===== src/rtl/uart_pkg.sv =====
// Shared UART definitions: transmitter state encoding and parity mode constants.
package uart_pkg;

  typedef enum logic [2:0] {
    ST_IDLE,
    ST_START,
    ST_DATA,
    ST_PARITY,
    ST_STOP
  } uart_state_t;

  localparam int PAR_NONE = 0;
  localparam int PAR_EVEN = 1;
  localparam int PAR_ODD  = 2;

endpackage


===== src/rtl/uart_tx.sv =====
// UART transmitter with a one-entry holding register; each bit lasts exactly
// one baud_tick interval and frames chain back-to-back when a byte is waiting.
module uart_tx
  import uart_pkg::*;
#(
  parameter int DATA_BITS = 8,
  parameter int PARITY    = 0,
  parameter int STOP_BITS = 1
) (
  input  logic                 clk,
  input  logic                 reset_n,
  input  logic                 baud_tick,
  input  logic [DATA_BITS-1:0] tx_data,
  input  logic                 tx_valid,
  output logic                 tx_ready,
  output logic                 txd,
  output logic                 busy
);

  localparam logic [2:0] DATA_LAST = 3'(DATA_BITS - 1);
  localparam logic [2:0] STOP_LAST = 3'(STOP_BITS - 1);
  localparam logic       ODD_INV   = (PARITY == PAR_ODD);

  uart_state_t          state, state_nxt;
  logic                 txd_nxt;
  logic [2:0]           bit_cnt, cnt_nxt;
  logic [DATA_BITS-1:0] shift, shift_nxt;
  logic [DATA_BITS-1:0] hold_data;
  logic                 hold_full;
  logic                 par_bit;
  logic                 load;
  logic                 accept;

  assign accept   = tx_valid && !hold_full;
  assign tx_ready = !hold_full;
  assign busy     = (state != ST_IDLE);

  always_comb begin
    state_nxt = state;
    txd_nxt   = txd;
    cnt_nxt   = bit_cnt;
    shift_nxt = shift;
    load      = 1'b0;
    case (state)
      ST_IDLE: begin
        if (baud_tick && hold_full) begin
          load      = 1'b1;
          txd_nxt   = 1'b0;
          state_nxt = ST_START;
        end
      end
      ST_START: begin
        if (baud_tick) begin
          txd_nxt   = shift[0];
          shift_nxt = shift >> 1;
          cnt_nxt   = 3'd0;
          state_nxt = ST_DATA;
        end
      end
      ST_DATA: begin
        if (baud_tick) begin
          if (bit_cnt == DATA_LAST) begin
            cnt_nxt = 3'd0;
            if (PARITY != PAR_NONE) begin
              txd_nxt   = par_bit;
              state_nxt = ST_PARITY;
            end else begin
              txd_nxt   = 1'b1;
              state_nxt = ST_STOP;
            end
          end else begin
            txd_nxt   = shift[0];
            shift_nxt = shift >> 1;
            cnt_nxt   = bit_cnt + 3'd1;
          end
        end
      end
      ST_PARITY: begin
        if (baud_tick) begin
          txd_nxt   = 1'b1;
          cnt_nxt   = 3'd0;
          state_nxt = ST_STOP;
        end
      end
      ST_STOP: begin
        if (baud_tick) begin
          if (bit_cnt == STOP_LAST) begin
            cnt_nxt = 3'd0;
            // A waiting byte starts on the final stop tick, leaving no idle gap.
            if (hold_full) begin
              load      = 1'b1;
              txd_nxt   = 1'b0;
              state_nxt = ST_START;
            end else begin
              txd_nxt   = 1'b1;
              state_nxt = ST_IDLE;
            end
          end else begin
            cnt_nxt = bit_cnt + 3'd1;
          end
        end
      end
      default: begin
        txd_nxt   = 1'b1;
        cnt_nxt   = 3'd0;
        state_nxt = ST_IDLE;
      end
    endcase
    if (load) shift_nxt = hold_data;
  end

  always_ff @(posedge clk or negedge reset_n) begin
    if (!reset_n) begin
      state     <= ST_IDLE;
      txd       <= 1'b1;
      bit_cnt   <= 3'd0;
      hold_full <= 1'b0;
    end else begin
      state   <= state_nxt;
      txd     <= txd_nxt;
      bit_cnt <= cnt_nxt;
      if (load)        hold_full <= 1'b0;
      else if (accept) hold_full <= 1'b1;
    end
  end

  // Data path carries no reset; it is only consumed after a load.
  always_ff @(posedge clk) begin
    shift <= shift_nxt;
    if (accept) hold_data <= tx_data;
    if (load)   par_bit   <= (^hold_data) ^ ODD_INV;
  end

endmodule


===== config.mk =====
export PLATFORM = sky130hd
export DESIGN_NAME = uart_tx
export DESIGN_NICKNAME = d
export VERILOG_FILES = /design/src/rtl/uart_pkg.sv /design/src/rtl/uart_tx.sv
export SDC_FILE = /design/constraint.sdc
export NUM_CORES = 1
export LEC_CHECK = 0
export ABC_CLOCK_PERIOD_IN_PS = 2300
export BUFFER_PORTS_ARGS = -buffer_cell sky130_fd_sc_hd__buf_2
export CELL_PAD_IN_SITES_DETAIL_PLACEMENT = 0
export CELL_PAD_IN_SITES_GLOBAL_PLACEMENT = 1
export CORE_MARGIN = 5
export CORE_UTILIZATION = 40
export DETAILED_ROUTE_END_ITERATION = 8
export PLACE_DENSITY_LB_ADDON = 0.08
export SYNTH_ARGS = -nofsm -noshare
export SYNTH_HDL_FRONTEND = slang
export SYNTH_SLANG_ARGS = --single-unit
export TNS_END_PERCENT = 30

===== constraint.sdc =====
create_clock -name clk -period 2.3 [get_ports clk]
set_clock_uncertainty 0.05 [all_clocks]
set_input_delay 0.46 -clock clk [delete_from_list [all_inputs] [get_ports clk]]
set_output_delay 0.46 -clock clk [all_outputs]
set_load 0.005 [all_outputs]

==> results of run 1 <==
power by group through the flow:
| stage | logic (W) | registers, W | clock network, W |
|---|---|---|---|
| after CTS | 0.000734 | 0.000784 | 0.000191 |
| after global placement | 0.000730 | 0.000787 | 0 |
| after detailed placement | 0.000728 | 0.000794 | 0 |
| after global routing | 0.000805 | 0.000803 | 0.000210 |
| final | 0.000727 | 0.000783 | 0.000179 |
| after floorplan | 0.000535 | 0.000760 | 0 |
metrics by stage:
stage,total power [W],cells,setup slack [ps],utilization (%)
detailed placement,0.001522,136,167.9,46.92
global placement,0.001518,136,197.5,46.92
global route,0.001818,141,59.78,48.22
finish,0.001690,141,156.3,48.22
CTS,0.001708,141,154.9,48.22
floorplan,0.001295,90,203.5,-
synthesized netlist by cell type (2+ instances only):
master,instances,area share [%]
nand3_1,2,0.86
nand2b_1,3,1.6
edfxtp_1,16,41
buf_2,2,0.86
clkbuf_1,2,0.64
nor2_1,4,1.3
a21oi_1,2,0.86
o21ai_0,5,2.1
ha_1,3,3.2
nand3b_1,2,1.3
o41ai_1,2,1.5
inv_1,5,1.6
nand2_1,2,0.64
dfrtp_1,7,15
mux2_2,8,7.7
a211oi_1,2,1.3
nor2b_1,2,1.1
placed cells by master (no fill, tap or decap), drive strengths merged, types with 2 or more instances in the layout:
master and n:
buf 19, edfxtp 16, mux2 8, dfrtp 7
inv 5, o21ai 5, nor2 4, nand2b 4
clkbuf 4, ha 3, nand2 3, a21oi 2
nor2b 2, nand3 2, o41ai 2, nand3b 2
a211oi 2
kinds of logic after synthesis:
family	count (synthesis)
AND/OR/NAND/NOR	25
flip-flops	24
AO/OA/AOI/OAI	20
buffers and inverters	9
multiplexers	8
adder cells (fa/ha/maj)	3
XOR/XNOR	1
path summary, 6_finish.rpt:
path	slack, ps	start	endpoint
worst max-delay path	160	bit_cnt[0]	shift[0]
min in group asynchronous	470	reset_n	state[1]
worst min-delay path	270	tx_data[3]	hold_data[3]
worst max register to register	160	bit_cnt[0]	shift[0]
max in group asynchronous	1470	reset_n	txd
worst min register to register	490	bit_cnt[0]	bit_cnt[0]
per-layer routing:
layer | up-vias | part of all wire (%) | track usage (%)
met5 | - | 0 | 0
met4 | 0 | 0.90 | 2.338
met3 | 2 | 3.1 | 3.152
met2 | 10 | 45 | 15.83
met1 | 374 | 50 | 15.89
li1 | 378 | - | -
registers in the layout, summed over array words and instances (netlist names):
signal,cells
bit_cnt,3
hold_data,8
hold_full,1
shift,8
state,3
txd,1
critical path: cells and delay by family (launching register included):
family / cells / cell delay (ps)
compound gates: 2 / 340
buf+inv: 1 / 170
flops: 1 / 430
fa+ha+maj: 2 / 430
simple gates: 1 / 440
layout make-up:
| type | instances | area, sq um |
|---|---|---|
| well taps | 31 | 38.79 |
| multi-input cells | 57 | 457.9 |
| fillers | 254 | 1440 |
| clock buffers | 4 | 26.28 |
| repair buffers | 20 | 117.6 |
| flip-flops and latches | 24 | 681.9 |
| inverters | 5 | 18.77 |
==> metrics.cfg, run 1 <==
[placed_design]
io_buffers = 14
gp_congestion = 0.7933
place_area_sq_mm = 0.001305
post-dp-hpwl_microns = 1568

[die]
die-area_sq_mm = 0.004106
die_h_microns = 64.08
io_pins = 15
core_sq_mm = 0.002781
fp.dieW_microns = 64.08
num_rows = 19
start_util_pct = 42.06

[cts]
clk_transition_reported_paths_ps = 120
cts_sinks = 24
cts_max_level = 1
cts_setup_buffers = 0
cts-hold-fix-buffers = 1
cts_made_buffers = 3
cts_max_path_buffers = 2
post_cts_resized = 0
cts_tree = yes
cts_root_buf = clkbuf_4
insertion_delay_ps = 300

[synthesis]
synth_ff_type = edfxtp_1
ys_seq_area_share_pct = 58.29
synth_fp_nets = 105
synth_fa_ha_area_share_pct = 3.209
syn_avg_cell_area_sq_um = 13.00
synthXorXnorAreaFrac_pct = 0.7487
synthSimpleGateAreaFrac_pct = 13.37
syn_area_sq_mm = 0.001170
yosysWarnings = 0
muxShareOfSynthArea_pct = 7.701
synthArstFlopShare_pct = 33.33
synth_cell_types = 38
synth_edf_count = 16
syn_inst = 90
synth_top_family_by_area = compound AO/OA/AOI/OAI gates
synth_compound_area_share_pct = 13.58
ys_ff_latch = 24

[sta]
whs_ps = 267.9
relSlewSlack_pct = 72.55
setup-tns-final_ps = 0
min_period_over_period_pct = 93.21
setup_violations = 0
tightest_slew_ps = 410.2
hold_viol = 0
clock.fmax_ghz = 0.4665
rsz0062_at_grt = no
slew_viol_final = 0
fin_crit_ps = 2144

[pwr]
power-per-cell-area_mw_per_mm2 = 1260
ir_worst_vdd_mv = 0.6743
p_switching_w = 0.0005901
leakage_nw = 0.5271
seqPwrFrac_pct = 46.4
combPwrFrac_pct = 43.0
pwr-share-clk_pct = 10.6
switching_share_pct = 34.92
intPower_w = 0.001100

[setup_path]
start_kind = flop
critPathCaptureType = flop
arrival_ps = 2110
crit_chain = ha_1 -> ha_1 -> or3b_2 -> a21oi_1 -> a2bb2oi_2 -> buf_4
worstSetupPathType = reg2reg
cp_slowest_cell = or3b_2
crit_fanout = 8
cpMostUsedCell = ha_1
slowest_delay_ps = 440
required_ps = 2270
reg2regPathDepth = 6

[routing]
dr.pass1.iters = 4
vias_per_cell = 5.418
drt_iter0_markers = 34
drt-total-wl_microns = 2119
postRouteAntennaNets = 0
drcViolationCount = 0
vias = 764
wl_per_cell_microns = 15.03

[finish]
fin_area_sq_mm = 0.001341
area_delta_synth_final_pct = 14.65
fin_nets = 126
antennaDiodeCount = 0
drive_gt1_share_pct = 35.45

[worst_hold_path]
hold_depth = 1
hold_class = in2reg

[global_route]
grt_max_degree = 14
grt_pass1_wl_microns = 3532
grt_pass1_vias = 744
grt_overflow = 0
grt.total_usage_pct = 10.85
antenna_found_initial = 0

[run]
maxCapViolations = 0

[status]
status = complete, no violations

Note: power is estimated with default switching activity, not from simulation.
==> run 2: changes to the inputs <==
--- a/config.mk
+++ b/config.mk
@@ -12,7 +12,9 @@
 export CORE_MARGIN = 5
 export CORE_UTILIZATION = 40
 export DETAILED_ROUTE_END_ITERATION = 8
+export MAX_ROUTING_LAYER = met4
 export PLACE_DENSITY_LB_ADDON = 0.08
+export SETUP_SLACK_MARGIN = 0.1
 export SYNTH_ARGS = -nofsm -noshare
 export SYNTH_HDL_FRONTEND = slang
 export SYNTH_SLANG_ARGS = --single-unit
==> metrics.cfg, run 2 (synthesized netlist as in run 1, its figures left out) <==
[setup_path]
crit_family = simple AND/OR/NAND/NOR gates
timing.rr.end = shift[0]
worstSetupPathType = reg2reg
start_kind = flop
reg2regPathDepth = 6
slowest_delay_ps = 460
crit_chain = ha_1 -> ha_1 -> or3b_2 -> a21oi_2 -> a2bb2oi_2 -> buf_4
cpMostUsedCell = ha_1
cp_num_buf_inv = 1
critPathCaptureType = flop
r2r-start = bit_cnt[0]
cp_slowest_cell = or3b_2
required_ps = 2270
arrival_ps = 2080
crit_fanout = 8
reg2reg_slack_ps = 180

[routing]
drcViolationCount = 0
dr.pass1.iters = 4
vias = 776
drt-total-wl_microns = 2126
drt_iter0_markers = 35
postRouteAntennaNets = 0
vias_per_cell = 5.504
wl_per_cell_microns = 15.08

[worst_hold_path]
hold_depth = 1
holdPathEnd = hold_data[3]
hp-start = tx_data[3]
hold_class = in2reg

[cts]
cts_root_buf = clkbuf_4
cts_max_path_buffers = 2
cts_sinks = 24
insertion_delay_ps = 300
cts_setup_buffers = 0
cts_max_level = 1
clk_transition_reported_paths_ps = 120
cts_tree = yes
cts_made_buffers = 3

[global_route]
grt.total_usage_pct = 11.17
antenna_found_initial = 0
grt_max_degree = 14
grt_pass1_vias = 745
grt_overflow = 0
grt_pass1_wl_microns = 3532

[die]
start_util_pct = 42.06
fp.dieW_microns = 64.08
core_sq_mm = 0.002781
io_pins = 15
num_rows = 19
die_h_microns = 64.08
die-area_sq_mm = 0.004106

[pwr]
leakage_nw = 0.5274
ir_worst_vdd_mv = 0.6749
power-per-cell-area_mw_per_mm2 = 1264

[finish]
fin_nets = 126
layout_commonest_cell = edfxtp_1
final_cell_mix = edfxtp_1 (16), buf_2 (14), mux2_2 (8), dfrtp_1 (7)
finish.utilization_pct = 48.36
area_delta_synth_final_pct = 14.97
drive_gt1_share_pct = 36.36
reg.largest.list = hold_data x8, shift x8
multiInputGateArea_sq_um = 461.7
regArea_sq_um = 681.9
fillers = 252
antennaDiodeCount = 0

[sta]
hold_viol = 0
slew_viol_final = 0
setup_violations = 0
relSlewSlack_pct = 72.65
tightest_slew_ps = 408.8
fin_crit_ps = 2116
rsz0062_at_grt = no
min_period_over_period_pct = 91.99
setup-tns-final_ps = 0
clock.fmax_ghz = 0.4726

[placed_design]
post-dp-hpwl_microns = 1568
io_buffers = 14
gp_congestion = 0.8046

[status]
status = complete, no violations

[run]
maxCapViolations = 0

==> run 2: cell counts in the layout (fill, tap and decap cells not counted) <==
No cell type changed its count.
==> run 2: worst max path at each step <==
| stage | to | cells after the start | from | slack (ps) |
|---|---|---|---|---|
| 3_5_place_dp | shift[1] | 6 | bit_cnt[0] | 170 |
| 5_1_grt | shift[0] | 7 | bit_cnt[0] | 110 |
| 2_1_floorplan | shift[0] | 5 | bit_cnt[0] | 200 |
| 3_3_place_gp | shift[3] | 6 | bit_cnt[0] | 200 |
| 6_report | shift[0] | 6 | bit_cnt[0] | 180 |
| 4_1_cts | shift[0] | 6 | bit_cnt[0] | 150 |
==> run 2: layer usage <==
| layer | vias to the layer above | wire, microns | GRT usage, % |
|---|---|---|---|
| met4 | 0 | 19 | 2.338 |
| met5 | - | 0 | - |
| met3 | 2 | 76 | 3.152 |
| li1 | 381 | - | - |
| met2 | 16 | 955 | 15.83 |
| met1 | 377 | 1075 | 15.89 |
==> run 2: cell type report <==
| class | count | area share [%] |
|---|---|---|
| Tap cell | 31 | 2.884 |
| Sequential cell | 24 | 50.70 |
| Timing Repair Buffer | 20 | 8.744 |
| Multi-Input combinational cell | 57 | 34.33 |
| Inverter | 5 | 1.395 |
| Clock buffer | 4 | 1.953 |
==> run 2: where the power goes <==
part | switching [W] | internal, W | total (W)
clock network | 0.000112 | 0.0000675 | 0.000179
registers | 0.000108 | 0.000676 | 0.000785
logic | 0.000376 | 0.000360 | 0.000736
==> run 2: worst reg2reg max path, cell delays in order, from the launching register on <==
cell and delay [ps]:
dfrtp_1 430, ha_1 210, ha_1 220, or3b_2 460
a21oi_2 160, a2bb2oi_2 130, buf_4 170
==> run 2: stage by stage <==
step / std cells / power [W] / worst slack, ps / cell area [sq um] / hold WS (ps)
3_5_place_dp: 136 / 0.001522 / 167.9 / 1305 / 271.0
3_3_place_gp: 136 / 0.001518 / 197.5 / 1305 / 271.9
5_1_grt: 141 / 0.001825 / 109.9 / 1345 / 246.8
4_1_cts: 141 / 0.001708 / 154.9 / 1341 / 257.4
6_report: 141 / 0.001700 / 184.2 / 1345 / 268.0
2_1_floorplan: 90 / 0.001295 / 203.5 / 1176 / 114.4
==> run 2: repair_timing <==
item                       4_1_cts  5_1_grt
gates resized for setup          0        1
hold endpoints to repair         7        0
setup endpoints to repair        0        8
hold buffers                     1        0
==> run 3: changes to the inputs <==
--- a/config.mk
+++ b/config.mk
@@ -10,10 +10,10 @@
 export CELL_PAD_IN_SITES_DETAIL_PLACEMENT = 0
 export CELL_PAD_IN_SITES_GLOBAL_PLACEMENT = 1
 export CORE_MARGIN = 5
-export CORE_UTILIZATION = 40
+export CORE_UTILIZATION = 41
 export DETAILED_ROUTE_END_ITERATION = 8
 export MAX_ROUTING_LAYER = met4
-export PLACE_DENSITY_LB_ADDON = 0.08
+export PLACE_DENSITY_LB_ADDON = 0.25
 export SETUP_SLACK_MARGIN = 0.1
 export SYNTH_ARGS = -nofsm -noshare
 export SYNTH_HDL_FRONTEND = slang
==> metrics.cfg, run 3 (synthesized netlist as in run 1, its figures left out) <==
[status]
status = complete, no violations

[global_route]
grt_pass1_wl_microns = 4202
antenna_found_initial = 0
grt_overflow = 0
met1_usage_pct = 17.67
grt.total_usage_pct = 13.63
grt.busiest_layer = met2
grt_pass1_vias = 846
grtUsageMet2_pct = 21.19
grt_max_degree = 15
grtUsageMet3_pct = 2.842

[cts]
clk_transition_reported_paths_ps = 140
cts_made_buffers = 3
cts_tree = yes
cts_max_path_buffers = 2
cts_root_buf = clkbuf_4
cts_sinks = 24
insertion_delay_ps = 310
cts_max_level = 1
cts_setup_buffers = 0

[setup_path]
worstSetupPathType = reg2reg
required_ps = 2330
crit_fanout = 4
arrival_ps = 2170
critPathCaptureType = flop
start_kind = flop

[finish]
fillers = 240
reg.largest.list = hold_data x8, shift x8
area_delta_synth_final_pct = 20.32
drive_gt1_share_pct = 38.94
final_cell_mix = edfxtp_1 (16), buf_2 (14), mux2_2 (8), buf_4 (8), dfrtp_1 (7)
layout_commonest_cell = edfxtp_1
fin_nets = 129
antennaDiodeCount = 0
fin_area_sq_mm = 0.001408

[die]
start_util_pct = 42.79
die_h_microns = 63.42
io_pins = 15
num_rows = 19
core_sq_mm = 0.002734
die-area_sq_mm = 0.004021
fp.dieW_microns = 63.42

[routing]
vias_per_cell = 5.521
wl_per_cell_microns = 16.23
vias = 795
dr.pass1.iters = 4
drcViolationCount = 0
drt-total-wl_microns = 2337
drt_iter0_markers = 22
postRouteAntennaNets = 0

[sta]
fin_crit_ps = 2142
min_period_over_period_pct = 93.12
tightest_slew_ps = 436.6
clock.fmax_ghz = 0.4669
relSlewSlack_pct = 70.90
slew_viol_final = 0
setup_violations = 0
rsz0062_at_grt = yes
setup-tns-final_ps = 0
hold_viol = 0

[pwr]
combPwrFrac_pct = 43.9
intPower_w = 0.001242
pwr-share-clk_pct = 16.2
seqPwrFrac_pct = 39.9
switching_share_pct = 34.16
power-per-cell-area_mw_per_mm2 = 1340
ir_worst_vdd_mv = 0.6690
p_switching_w = 0.0006443
leakage_nw = 0.5601

[placed_design]
io_buffers = 14
gp_congestion = 0.8004
post-dp-hpwl_microns = 1732
place_area_sq_mm = 0.001328

[run]
maxCapViolations = 0

[worst_hold_path]
hold_class = in2reg

run 3: cell type report:
class	count	area, sq um	area share (%)
clock buffers	3	22.52	1.600
clock inverters	1	30.03	2.133
inverters	5	18.77	1.333
multi-input cells	57	475.5	33.78
flip-flops and latches	24	681.9	48.44
well taps	31	38.79	2.756
repair buffers	23	140.1	9.956
run 3: repair_timing:
item	in CTS	in global routing
hold endpoints to repair	7	0
gates resized for setup	1	2
hold buffers	1	0
pin swaps	0	2
cloned	0	0
setup endpoints to repair	8	15
run 3: metrics by stage:
| step | std cells | hold WS (ps) | total power, W | setup WS (ps) | utilization (%) |
|---|---|---|---|---|---|
| 4_1_cts | 144 | 247.7 | 0.001884 | 94.98 | 51.26 |
| 6_report | 144 | 258.6 | 0.001886 | 158.3 | 51.49 |
| 3_3_place_gp | 139 | 274.0 | 0.001521 | 81.41 | 48.56 |
| 5_1_grt | 144 | 227.9 | 0.002030 | 67.11 | 51.49 |
| 2_1_floorplan | 90 | 114.4 | 0.001295 | 203.5 | - |
| 3_5_place_dp | 139 | 271.0 | 0.001546 | 19.80 | 48.56 |
run 3: final timing paths:
check,start,to,slack [ps],depth (start not counted)
worst min register to register,bit_cnt[0],bit_cnt[0],470,1
worst max register to register,bit_cnt[0],shift[0],160,6
min in group asynchronous,reset_n,state[1],450,2
worst min-delay path,tx_data[7],hold_data[7],260,1
max in group asynchronous,reset_n,txd,1510,2
worst max-delay path,bit_cnt[0],shift[0],160,6
run 3: worst max-delay path, cell delays in order (launching register included):
cell       delay, ps
dfrtp_1          430
inv_1             70
ha_1             260
nand2b_4          90
a2111oi_4        440
buf_4            220
mux2_2           340
run 3: per-layer routing:
layer	vias up	routed length (microns)
met5	-	0
met4	0	17
met3	2	103
met2	23	1184
met1	388	1031
li1	382	-
run 3: power by group through the flow:
stage / Clock (W) / Combinational [W] / Sequential [W]
3_5_place_dp: 0 / 0.000783 / 0.000763
5_1_grt: 0.000335 / 0.000920 / 0.000775
2_1_floorplan: 0 / 0.000535 / 0.000760
6_report: 0.000305 / 0.000829 / 0.000752
3_3_place_gp: 0 / 0.000766 / 0.000756
4_1_cts: 0.000313 / 0.000819 / 0.000751
